**src/rtl/bus_rr_arbiter.sv**
```systemverilog
// ---------------------------------------------------------------------------
// bus_rr_arbiter
//
// Round-robin arbiter that shares one valid/ready memory-style bus among
// NUM_REQ requesters. One transaction is in flight at a time: the winner is
// accepted in IDLE, issued downstream in ISSUE, and answered with a one-cycle
// rsp_valid pulse in RESP.
//
// Optional feature (compile-time macro BUS_ARB_TIMEOUT_EN):
//   When defined, ISSUE gives up after TIMEOUT_CYCLES cycles without m_ready
//   and answers with rsp_err=1, rsp_rdata=0. When undefined, ISSUE waits
//   indefinitely and rsp_err is tied low.
//
// Ports:
//   clk, rst_n        clock, asynchronous active-low reset
//   req_valid/ready   per-requester handshake (req_ready is one-hot or zero)
//   req_write         per-requester write flag (1=write, 0=read)
//   req_addr/wdata    packed per-requester address / write data
//   rsp_valid         one-cycle response pulse to the granted requester
//   rsp_rdata/err     shared response data / error flag
//   m_*               downstream bus (m_rdata sampled on m_valid & m_ready)
//   grant_id          index of the current / last granted requester
// ---------------------------------------------------------------------------
module bus_rr_arbiter #(
    parameter int unsigned NUM_REQ        = 4,
    parameter int unsigned ADDR_W         = 32,
    parameter int unsigned DATA_W         = 32,
    parameter int unsigned TIMEOUT_CYCLES = 16,
    localparam int unsigned GNT_W         = (NUM_REQ > 1) ? $clog2(NUM_REQ) : 1
) (
    input  logic                       clk,
    input  logic                       rst_n,
    input  logic [NUM_REQ-1:0]         req_valid,
    output logic [NUM_REQ-1:0]         req_ready,
    input  logic [NUM_REQ-1:0]         req_write,
    input  logic [NUM_REQ*ADDR_W-1:0]  req_addr,
    input  logic [NUM_REQ*DATA_W-1:0]  req_wdata,
    output logic [NUM_REQ-1:0]         rsp_valid,
    output logic [DATA_W-1:0]          rsp_rdata,
    output logic                       rsp_err,
    output logic                       m_valid,
    input  logic                       m_ready,
    output logic                       m_write,
    output logic [ADDR_W-1:0]          m_addr,
    output logic [DATA_W-1:0]          m_wdata,
    input  logic [DATA_W-1:0]          m_rdata,
    output logic [GNT_W-1:0]           grant_id
);

    localparam logic [1:0] ST_IDLE  = 2'd0;
    localparam logic [1:0] ST_ISSUE = 2'd1;
    localparam logic [1:0] ST_RESP  = 2'd2;

    logic [1:0]        state_q,      state_d;
    logic [GNT_W-1:0]  last_grant_q, last_grant_d;
    logic [GNT_W-1:0]  grant_id_q,   grant_id_d;
    logic              write_q,      write_d;
    logic [ADDR_W-1:0] addr_q,       addr_d;
    logic [DATA_W-1:0] wdata_q,      wdata_d;
    logic [DATA_W-1:0] rsp_rdata_q,  rsp_rdata_d;

`ifdef BUS_ARB_TIMEOUT_EN
    localparam int unsigned CNT_W = $clog2(TIMEOUT_CYCLES) + 1;
    logic [CNT_W-1:0]  wait_cnt_q,   wait_cnt_d;
    logic              rsp_err_q,    rsp_err_d;
`endif

    // Round-robin pick: first set req_valid bit searching upward from
    // last_grant+1, wrapping modulo NUM_REQ. last_grant itself is checked
    // last, so a lone requester can still win back-to-back.
    logic [GNT_W-1:0]   sel;
    logic               sel_found;
    int unsigned        rr_idx;
    logic [NUM_REQ-1:0] rr_shift;

    always_comb begin
        sel       = '0;
        sel_found = 1'b0;
        rr_idx    = 0;
        rr_shift  = '0;
        for (int unsigned i = 1; i <= NUM_REQ; i++) begin
            rr_idx   = (32'(last_grant_q) + i) % NUM_REQ;
            rr_shift = req_valid >> rr_idx;
            if (!sel_found && rr_shift[0]) begin
                sel_found = 1'b1;
                sel       = GNT_W'(rr_idx);
            end
        end
    end

    // Selected requester's payload
    logic [NUM_REQ-1:0] sel_write_vec;
    logic [ADDR_W-1:0]  sel_addr;
    logic [DATA_W-1:0]  sel_wdata;

    always_comb begin
        sel_write_vec = req_write >> sel;
        sel_addr      = ADDR_W'(req_addr  >> (32'(sel) * ADDR_W));
        sel_wdata     = DATA_W'(req_wdata >> (32'(sel) * DATA_W));
    end

    always_comb begin
        state_d      = state_q;
        last_grant_d = last_grant_q;
        grant_id_d   = grant_id_q;
        write_d      = write_q;
        addr_d       = addr_q;
        wdata_d      = wdata_q;
        rsp_rdata_d  = rsp_rdata_q;
        req_ready    = '0;
`ifdef BUS_ARB_TIMEOUT_EN
        wait_cnt_d   = wait_cnt_q;
        rsp_err_d    = rsp_err_q;
`endif
        case (state_q)
            ST_IDLE: begin
                if (sel_found) begin
                    req_ready  = NUM_REQ'(1) << sel;
                    write_d    = sel_write_vec[0];
                    addr_d     = sel_addr;
                    wdata_d    = sel_wdata;
                    grant_id_d = sel;
                    state_d    = ST_ISSUE;
`ifdef BUS_ARB_TIMEOUT_EN
                    wait_cnt_d = '0;
`endif
                end
            end
            ST_ISSUE: begin
                if (m_ready) begin
                    rsp_rdata_d = write_q ? '0 : m_rdata;
                    state_d     = ST_RESP;
`ifdef BUS_ARB_TIMEOUT_EN
                    rsp_err_d   = 1'b0;
                end else if (wait_cnt_q == CNT_W'(TIMEOUT_CYCLES - 1)) begin
                    // Terminal wait cycle without handshake: give up.
                    rsp_rdata_d = '0;
                    rsp_err_d   = 1'b1;
                    state_d     = ST_RESP;
                end else begin
                    wait_cnt_d  = wait_cnt_q + 1'b1;
`endif
                end
            end
            ST_RESP: begin
                last_grant_d = grant_id_q;
                state_d      = ST_IDLE;
            end
            default: state_d = ST_IDLE;
        endcase
    end

    always_ff @(posedge clk or negedge rst_n) begin
        if (!rst_n) begin
            state_q      <= ST_IDLE;
            last_grant_q <= GNT_W'(NUM_REQ - 1);
            grant_id_q   <= '0;
            write_q      <= 1'b0;
            addr_q       <= '0;
            wdata_q      <= '0;
            rsp_rdata_q  <= '0;
`ifdef BUS_ARB_TIMEOUT_EN
            wait_cnt_q   <= '0;
            rsp_err_q    <= 1'b0;
`endif
        end else begin
            state_q      <= state_d;
            last_grant_q <= last_grant_d;
            grant_id_q   <= grant_id_d;
            write_q      <= write_d;
            addr_q       <= addr_d;
            wdata_q      <= wdata_d;
            rsp_rdata_q  <= rsp_rdata_d;
`ifdef BUS_ARB_TIMEOUT_EN
            wait_cnt_q   <= wait_cnt_d;
            rsp_err_q    <= rsp_err_d;
`endif
        end
    end

    // Outputs decode straight from state so reset drops them asynchronously.
    assign m_valid   = (state_q == ST_ISSUE);
    assign m_write   = write_q;
    assign m_addr    = addr_q;
    assign m_wdata   = wdata_q;
    assign rsp_valid = (state_q == ST_RESP) ? (NUM_REQ'(1) << grant_id_q) : '0;
    assign rsp_rdata = rsp_rdata_q;
    assign grant_id  = grant_id_q;
`ifdef BUS_ARB_TIMEOUT_EN
    assign rsp_err   = rsp_err_q;
`else
    assign rsp_err   = 1'b0;
`endif

endmodule

```
**config.mk**
```make
export PLATFORM = sky130hd
export DESIGN_NAME = bus_rr_arbiter
export DESIGN_NICKNAME = d
export VERILOG_FILES = /design/src/rtl/bus_rr_arbiter.sv
export SDC_FILE = /design/constraint.sdc
export NUM_CORES = 1
export LEC_CHECK = 0
export ABC_CLOCK_PERIOD_IN_PS = 3400
export CAP_MARGIN = 20
export CORE_AREA = 2 2 159 161
export CTS_CLUSTER_DIAMETER = 100
export DETAILED_ROUTE_END_ITERATION = 10
export DIE_AREA = 0 0 161 163
export PLACE_DENSITY = 0.63
export SYNTH_ARGS = -nofsm -noshare
export SYNTH_HDL_FRONTEND = slang
export SYNTH_SLANG_ARGS = --single-unit
```
**constraint.sdc**
```tcl
create_clock -name clk -period 3.4 [get_ports clk]
set_input_delay 0.34 -clock clk [delete_from_list [all_inputs] [get_ports clk]]
set_output_delay 0.34 -clock clk [all_outputs]
set_load 0.05 [all_outputs]
```
==> Word-level counts from Yosys, hierarchy flattened <==
Index checks and enable logic that the tools add are counted.
{ "totals": {"regBits": 103, "in_bits": 299} }
{ "classes": {"n_addsub": 4, "eq_ne": 4, "shift": 9, "n_mux": 15, "n_reduce_logical": 10} }
{ "ops": {"columns": ["op", "n"], "rows": [
  ["$shr 128x7->32", 2],
  ["$mux 32", 1],
  ["$shr 4x2->1", 5],
  ["$mux 2", 6],
  ["$mux 4", 3],
  ["$shl 1x2->4 const A", 2],
  ["$reduce_and 2->1", 3],
  ["$add 2x1->2 const B", 2],
  ["$add 2x2->2 const B", 2],
  ["$mux 1", 4],
  ["$pmux 2 s2", 1],
  ["$logic_and 1x1->1", 3],
  ["$logic_not 1->1", 3],
  ["$eq 2x1->1 const B", 1],
  ["$eq 2x2->1 const B", 1],
  ["$logic_not 2->1", 1],
  ["$ne 2x1->1 const B", 1],
  ["$ne 2x2->1 const B", 1]
]} }

==> Depth between registers and ports, before layout <==
{ "depth": {"ltp_word": 15, "ltp_mapped": 8, "ltp_nobuf": 5} }

==> Worst setup path after synthesis <==
Ideal clock, no wire load.
{ "synth_path": {"kind": "flip-flop to output port", "from": "register last_grant_q[0]", "to": "output req_ready[0]", "arrival_ns": 2.022, "t_required_ns": 3.060, "slack_ns": 1.038, "stages_incl_launch_ff": 9, "path_buffers": 3, "cell_sequence": "dfstp_2 -> nor2b_1 -> nor2_1 -> a21oi_1 -> or2_1 -> clkbuf_2 -> buf_6 -> buf_6 -> nor2_1"} }
{ "synth_between": {"elab_chain_cells": 15, "elab_cells_between_ends": 25} }
{ "synth_rtl": {"columns": ["element", "line_no", "text"], "rows": [
  ["from (decl)", "55", "logic [GNT_W-1:0] last_grant_q, last_grant_d;"],
  ["from (signal assigned)", "156", "last_grant_q <= GNT_W'(NUM_REQ - 1);"],
  ["from (signal assigned)", "168", "last_grant_q <= last_grant_d;"],
  ["$add 2x1->2", "82", "rr_idx = (32'(last_grant_q) + i) % NUM_REQ;"],
  ["$shr 4x2->1", "83", "rr_shift = req_valid >> rr_idx;"],
  ["$mux 1", "84", "if (!sel_found && rr_shift[0]) begin"],
  ["$logic_not 1->1", "84", null],
  ["$logic_and 1x1->1", "84", null],
  ["$mux 1", "84", null],
  ["$logic_not 1->1", "84", null],
  ["$logic_and 1x1->1", "84", null],
  ["$mux 1", "84", null],
  ["$logic_not 1->1", "84", null],
  ["$logic_and 1x1->1", "84", null],
  ["$mux 2", "84", null],
  ["$shl 1x2->4", "118", "req_ready = NUM_REQ'(1) << sel;"],
  ["$mux 4 *", "117", "if (sel_found) begin"],
  ["$mux 4 *", "115", "case (state_q)"],
  ["to (decl)", "34", "output logic [NUM_REQ-1:0] req_ready,"]
]} }
Mark *: on every way between the ends. The rest lies on a longest branch, timed or not.

==> Final worst setup path <==
{ "layout_path": {"from": "input req_valid[1]", "to": "output req_ready[1]"} }
{ "layout_between": {"elab_chain_cells": 14, "elab_cells_between_ends": 21} }
{ "layout_rtl": {"columns": ["element", "line_no", "text"], "rows": [
  ["from (decl)", "33", "input logic [NUM_REQ-1:0] req_valid,"],
  ["$shr 4x2->1", "83", null],
  ["$mux 1", "84", null],
  ["$logic_not 1->1", "84", null],
  ["$logic_and 1x1->1", "84", null],
  ["$mux 1", "84", null],
  ["$logic_not 1->1", "84", null],
  ["$logic_and 1x1->1", "84", null],
  ["$mux 1", "84", null],
  ["$logic_not 1->1", "84", null],
  ["$logic_and 1x1->1", "84", null],
  ["$mux 2", "84", null],
  ["$shl 1x2->4", "118", null],
  ["$mux 4 *", "117", null],
  ["$mux 4 *", "115", null]
]} }
Marked as above.

==> run_results.csv <==
group,metric,value,unit
clock_network,hold_buffers,0,
routing,drtAntennaViolNets,0,
timing,period_share,69.44,%
power,share_seq_of_total_power,23.1,%
power,power_frac_clock,12.9,%
timing,rsz0062_at_grt,"no",
timing,maxSlewHeadroom,43.08,%
die,initial_core_util,23.20,%
worst_setup_path,timing.critical_path.required,3.06,ns
finish,layout-area-overhead-vs-synth,81.66,%
timing,layout_min_cycle_time,2.361,ns
timing,finalSetupTns,0,ns
synthesis,synthesis.area_per_instance,10.33,sq um
clock_network,clkTransAtPathRegs,0.08,ns
finish,multi_input_comb_area,0.002826,sq mm
finish,register_area,0.002580,sq mm
finish,num_antenna_cells,0,
synthesis,netlist-cell-type-count,27,
synthesis,synthesis.yosys.warnings,0,
die,io_pins,408,
timing,setup_viol,0,
timing,timing_worst_slew_pin_value,0.8539,ns
die,std_cell_rows,58,
global_routing,global_route.usage.total,16.93,%
routing,postRouteWirelength,22.83,mm
global_routing,via_count_of_the_first_global_routing_pass,5940,
synthesis,synth-seq-area-share,45.06,%
clock_network,ctsLongestPathBuffers,2,
finish,final_cell_mix,"sky130_fd_sc_hd__clkdlybuf4s50_1, sky130_fd_sc_hd__mux2i_1, sky130_fd_sc_hd__nand2_1",
worst_setup_path,end_kind,"output pin",
clock_network,post-cts-setup-buffers,0,
finish,finish.net_count,1232,
finish,nFillCells,2433,
timing,number_of_hold_violations_in_the_final_report,0,
routing,detailedRoute.firstPassIterationCount,4,
routing,wl_per_instance,18.01,microns
timing,fin_worst_hold_slack,0.02138,ns
finish,post_route_cells_drive_above_1_share,4.051,%
clock_network,tritoncts_clock_tree,"built",
placed_design,finalWeightedCongestion,0.8517,
placed_design,io_buffers,406,
clock_network,clock_root_buffer_master,"sky130_fd_sc_hd__clkbuf_16",
finish,final_cell_count_no_fill,1268,
die,floorplan.die_area,0.02624,sq mm
timing,clock_skew,0.01376,ns
routing,starting_drt_drc_count,273,
placed_design,placedCellCount,1252,
synthesis,synth_cells,554,
timing,achievable-frequency,423.5,MHz
global_routing,grt_antenna_before_repair,2,
clock_network,cts_made_buffers,9,
status,run_status,"complete, no violations",
power,power.switching,4.598,mW
power,power_dens_cells,895.5,mW/mm^2
timing,report.final.slew_viol_count,0,
global_routing,grt_start_max_net_pins,69,
synthesis,postSynthRegisterBits,103,
clock_network,clock_tree.htree_level_count,3,
clock_network,worstSkewPairLatency,0.35,ns
placed_design,detailed_place_hpwl,17.40,mm
finish,final_core_utilization,42.16,%
hold_path,hold_class,"input pin to async pin",
die,fp.dieH,163,microns
global_routing,grt_first_pass_wirelength,34.45,mm
synthesis,synth_fp_nets,853,
worst_setup_path,cp.arrival,2.02,ns
routing,residual_drc_count,0,
flow_run,maxCapViolCount,0,
routing,drt-vias-per-instance,4.550,
worst_setup_path,setup.worst_path.class,"input pin to output pin",
power,vdd_ir_drop_max,0.6056,mV
global_routing,grt_remaining_overflow,0,
power,power_leakage,4.373,nW
finish,mostFrequentLayoutCell,"sky130_fd_sc_hd__clkdlybuf4s50_1",
die,core_region_area,0.02467,sq mm
power,comb_power_share,63.9,%
synthesis,cell_area_after_synthesis,0.005725,sq mm
die,die_w,161,microns
power,p_total,9.315,mW
worst_setup_path,critical_path_peak_fanout,5,
routing,dr_total_vias,5769,
worst_setup_path,worst_setup_path_start_kind,"input pin",
clock_network,post_cts_resized,0,
power,p_int,4.716,mW
power,p_sw_share,49.36,%
clock_network,sink_count_of_the_clock_tree,103,
==> flip-flops by register name, indices dropped and copies added, names as in the netlist <==
register      count
m_write           1
last_grant_q      2
rsp_rdata        32
state_q           2
m_addr           32
grant_id          2
m_wdata          32
==> per-stage QoR <==
step           area [sq um]  setup slack (ns)
2_1_floorplan          5725             1.038
6_report              10400             1.039
5_1_grt               10400            0.9010
3_5_place_dp          10060            0.8687
4_1_cts               10400             1.021
3_3_place_gp          10060            0.9455
==> Yosys cell counts, drive strengths merged <==
master | count | area [sq um]
a21o | 1 | 7.510
o211a | 1 | 10.01
o21ai | 37 | 185.2
clkbuf | 25 | 95.09
conb | 1 | 3.750
nand2b | 34 | 212.7
a21boi | 1 | 7.510
inv | 3 | 11.26
nor2b | 4 | 25.02
o221ai | 65 | 569.3
nor2 | 9 | 33.78
a211o | 2 | 17.52
nor3 | 1 | 5.000
buf | 24 | 222.7
a21oi | 2 | 10.01
dfrtp | 101 | 2527
dfstp | 2 | 52.55
mux2i | 130 | 1301
and3 | 1 | 6.260
nor3b | 1 | 7.510
or2 | 1 | 6.260
nand2 | 107 | 401.6
o22ai | 1 | 6.260
==> layout make-up <==
type / instances / share of cell area (%)
clock buffers: 10 / 2.298
well taps: 330 / 3.970
repair buffers: 417 / 40.71
flip-flops and latches: 103 / 24.80
multi-input cells: 399 / 27.17
inverters: 3 / 0.1083
clock inverters: 6 / 0.9383
==> critical path, stage by stage <==
cell	delay (ns)
sky130_fd_sc_hd__clkdlybuf4s50_1	0.53
sky130_fd_sc_hd__nor2_1	0.08
sky130_fd_sc_hd__a211o_2	0.37
sky130_fd_sc_hd__or2_2	0.33
sky130_fd_sc_hd__nor2_1	0.19
sky130_fd_sc_hd__buf_12	0.17
==> power groups by stage <==
stage / clock network (mW) / logic, mW / registers [mW]
finish: 1.20 / 5.95 / 2.16
global route: 1.29 / 6.31 / 2.23
CTS: 1.25 / 6.02 / 2.16
detailed placement: 0 / 6.02 / 2.17
global placement: 0 / 5.97 / 2.16
floorplan: 0 / 2.11 / 4.00
==> worst paths after layout <==
path / cells after the start / endpoint / slack (ns) / start
setup / recovery: 6 / req_ready[1] / 1.04 / req_valid[1]
hold / removal: 1 / rsp_rdata[27] / 0.02 / rst_n
setup reg to reg: 6 / m_addr[31] / 1.14 / last_grant_q[0]
hold reg to reg: 2 / rsp_rdata[29] / 0.48 / rsp_rdata[29]
max in group asynchronous: 2 / last_grant_q[0] / 2.55 / rst_n
min in group clk: 2 / rsp_rdata[29] / 0.48 / rsp_rdata[29]
==> cell families after synthesis <==
group                  Yosys count  synth area share, %
and+or+nand+nor                158                12.19
muxes                          130                22.73
AOI/OAI and AO/OA              110                14.20
DFF                            103                45.06
buffers and inverters           52                5.747
other                            1              0.06550
==> metal layers <==
metal	up-vias	global-route usage (%)	wire (microns)
li1	2765	-	-
met1	2733	20.40	9084
met2	245	29.57	11550
met3	24	4.354	1786
met4	2	5.398	400
met5	-	0	13
Note: power is estimated with default switching activity, not from simulation.
==> RTL change: new RTL, config.mk and constraints unchanged <==
The option `BUS_ARB_TIMEOUT_EN` is turned on by a define.
--- a/src/rtl/bus_rr_arbiter.sv
+++ b/src/rtl/bus_rr_arbiter.sv
@@ -23,2 +23,4 @@
 // ---------------------------------------------------------------------------
+`define BUS_ARB_TIMEOUT_EN
+
 module bus_rr_arbiter #(
Formal check against the unedited RTL: same outputs for any inputs over 4 cycles, from zero or initial values and one cycle with rst_n low; that may be too few to reach the edited logic, so the function may still have changed.
==> RTL change against the original RTL <==
Sequential power up 7%. Worst setup slack got worse by 370 ps. Clock skew decreased by 1.8 ps. Sequential cell count increased by 6. Total power shrank 1.7%. Synthesized area grew 0.46%. Cell area is 0.81% higher. Wire length up 4.0%. Register-to-register slack worse by 30 ps.
==> RTL change: results (changes against the original RTL) <==
metric	value	unit	change
Worst-Margin Slew	760	ps	-93.9 ps
Setup crit end	req_ready[3]		
share of cells above drive strength 1	5.00	%	+0.95 points
drt wl/cell	19.3	um	+7.2%
Worst Setup SP	last_grant_q[1]		
initial antenna violation count	0		-2
Pleak	4.61	nW	+5.5%
largest net degree at the start of global routing	68		-1.4%
DPL Wire Length	17.8	mm	+2.0%
Fin Clk Skew	11.9	ps	-1.84 ps
Max IR drop VDD	0.000445	V	-26%
pre-CTS setup slack	693	ps	-175 ps
worst reg2reg path endpoint	m_addr[10]		
top layer in use	met4		
fmax	0.367	GHz	-13%
sequential fraction of the synthesis area	47.5	%	+2.4 points
DRT met1 WL	9.73	mm	+7.1%
routability cong.	0.805		-5.5%
Crit-path slowest cell	dfstp_2		
Port-buffer cells	407		+0.25%
Post-Syn Nets	810		-5.0%
Max FO, Critical Path	42		+37
synth unique cells	31		+15%
Commonest cells post-synth	131 x mux2i_1, 107 x dfrtp_1, 78 x nand2_1		
slack of the worst reg-to-reg path	1110	ps	-30 ps
Syn Inst Count	509		-8.1%
run status	finished, final reports clean		
top post-synthesis cells by area	dfrtp_1 47%, mux2i_1 23%, o221ai_1 9.9%		
NetSw	4.50	mW	-2.1%
first-pass GRT wire length	35.0	mm	+1.6%
Met2 Routed Length	12.1	mm	+4.8%
==> RTL change: layout make-up <==
type	instances	area (um^2)
multi-input cells	352	2770
fillers	2384	14200
well taps	330	413
clock buffers	9	225
flip-flops and latches	109	2730
repair buffers	418	4240
inverters	5	18.8
clock inverters	7	81.3
==> RTL change: kinds of logic after synthesis <==
group	after synthesis	synth area share [%]
AO/OA/AOI/OAI	108	16.0
XOR/XNOR	2	0.305
adder cells (fa/ha/maj)	2	0.435
buffers and inverters	48	4.68
flip-flops	109	47.5
multiplexers	132	23.0
AND/OR/NAND/NOR	108	8.14
==> RTL change: power groups by stage <==
stage          registers (mW)  clock network, mW  logic (mW)
2_1_floorplan            4.25                  0        1.72
3_3_place_gp             2.31                  0        5.73
3_5_place_dp             2.32                  0        5.76
4_1_cts                  2.30               1.20        5.77
5_1_grt                  2.39               1.24        5.99
6_report                 2.31               1.13        5.71
==> RTL change: per-stage QoR <==
step                total power, mW  hold WS [ps]  util [%]
floorplan                      5.97          44.4         -
global placement               8.04           456      41.3
detailed placement             8.08           456      41.3
CTS                            9.27          58.1      42.5
global route                   9.62          70.3      42.5
finish                         9.15          30.5      42.5
==> RTL change: worst min-delay path by stage <==
stage	startpoint	endpoint	slack, ps
3_3_place_gp	rst_n	rsp_rdata[14]	460
5_1_grt	rst_n	rsp_rdata[14]	70
3_5_place_dp	rst_n	rsp_rdata[14]	460
6_report	rst_n	m_wdata[20]	30
2_1_floorplan	rst_n	grant_id[0]	40
4_1_cts	rst_n	rsp_rdata[14]	60
==> RTL change: routing by layer <==
| layer | up-vias | global-route usage, % |
|---|---|---|
| li1 | 2696 | - |
| met1 | 2744 | 21.6 |
| met2 | 213 | 30.4 |
| met3 | 23 | 4.43 |
| met4 | 0 | 3.69 |
| met5 | - | 0 |
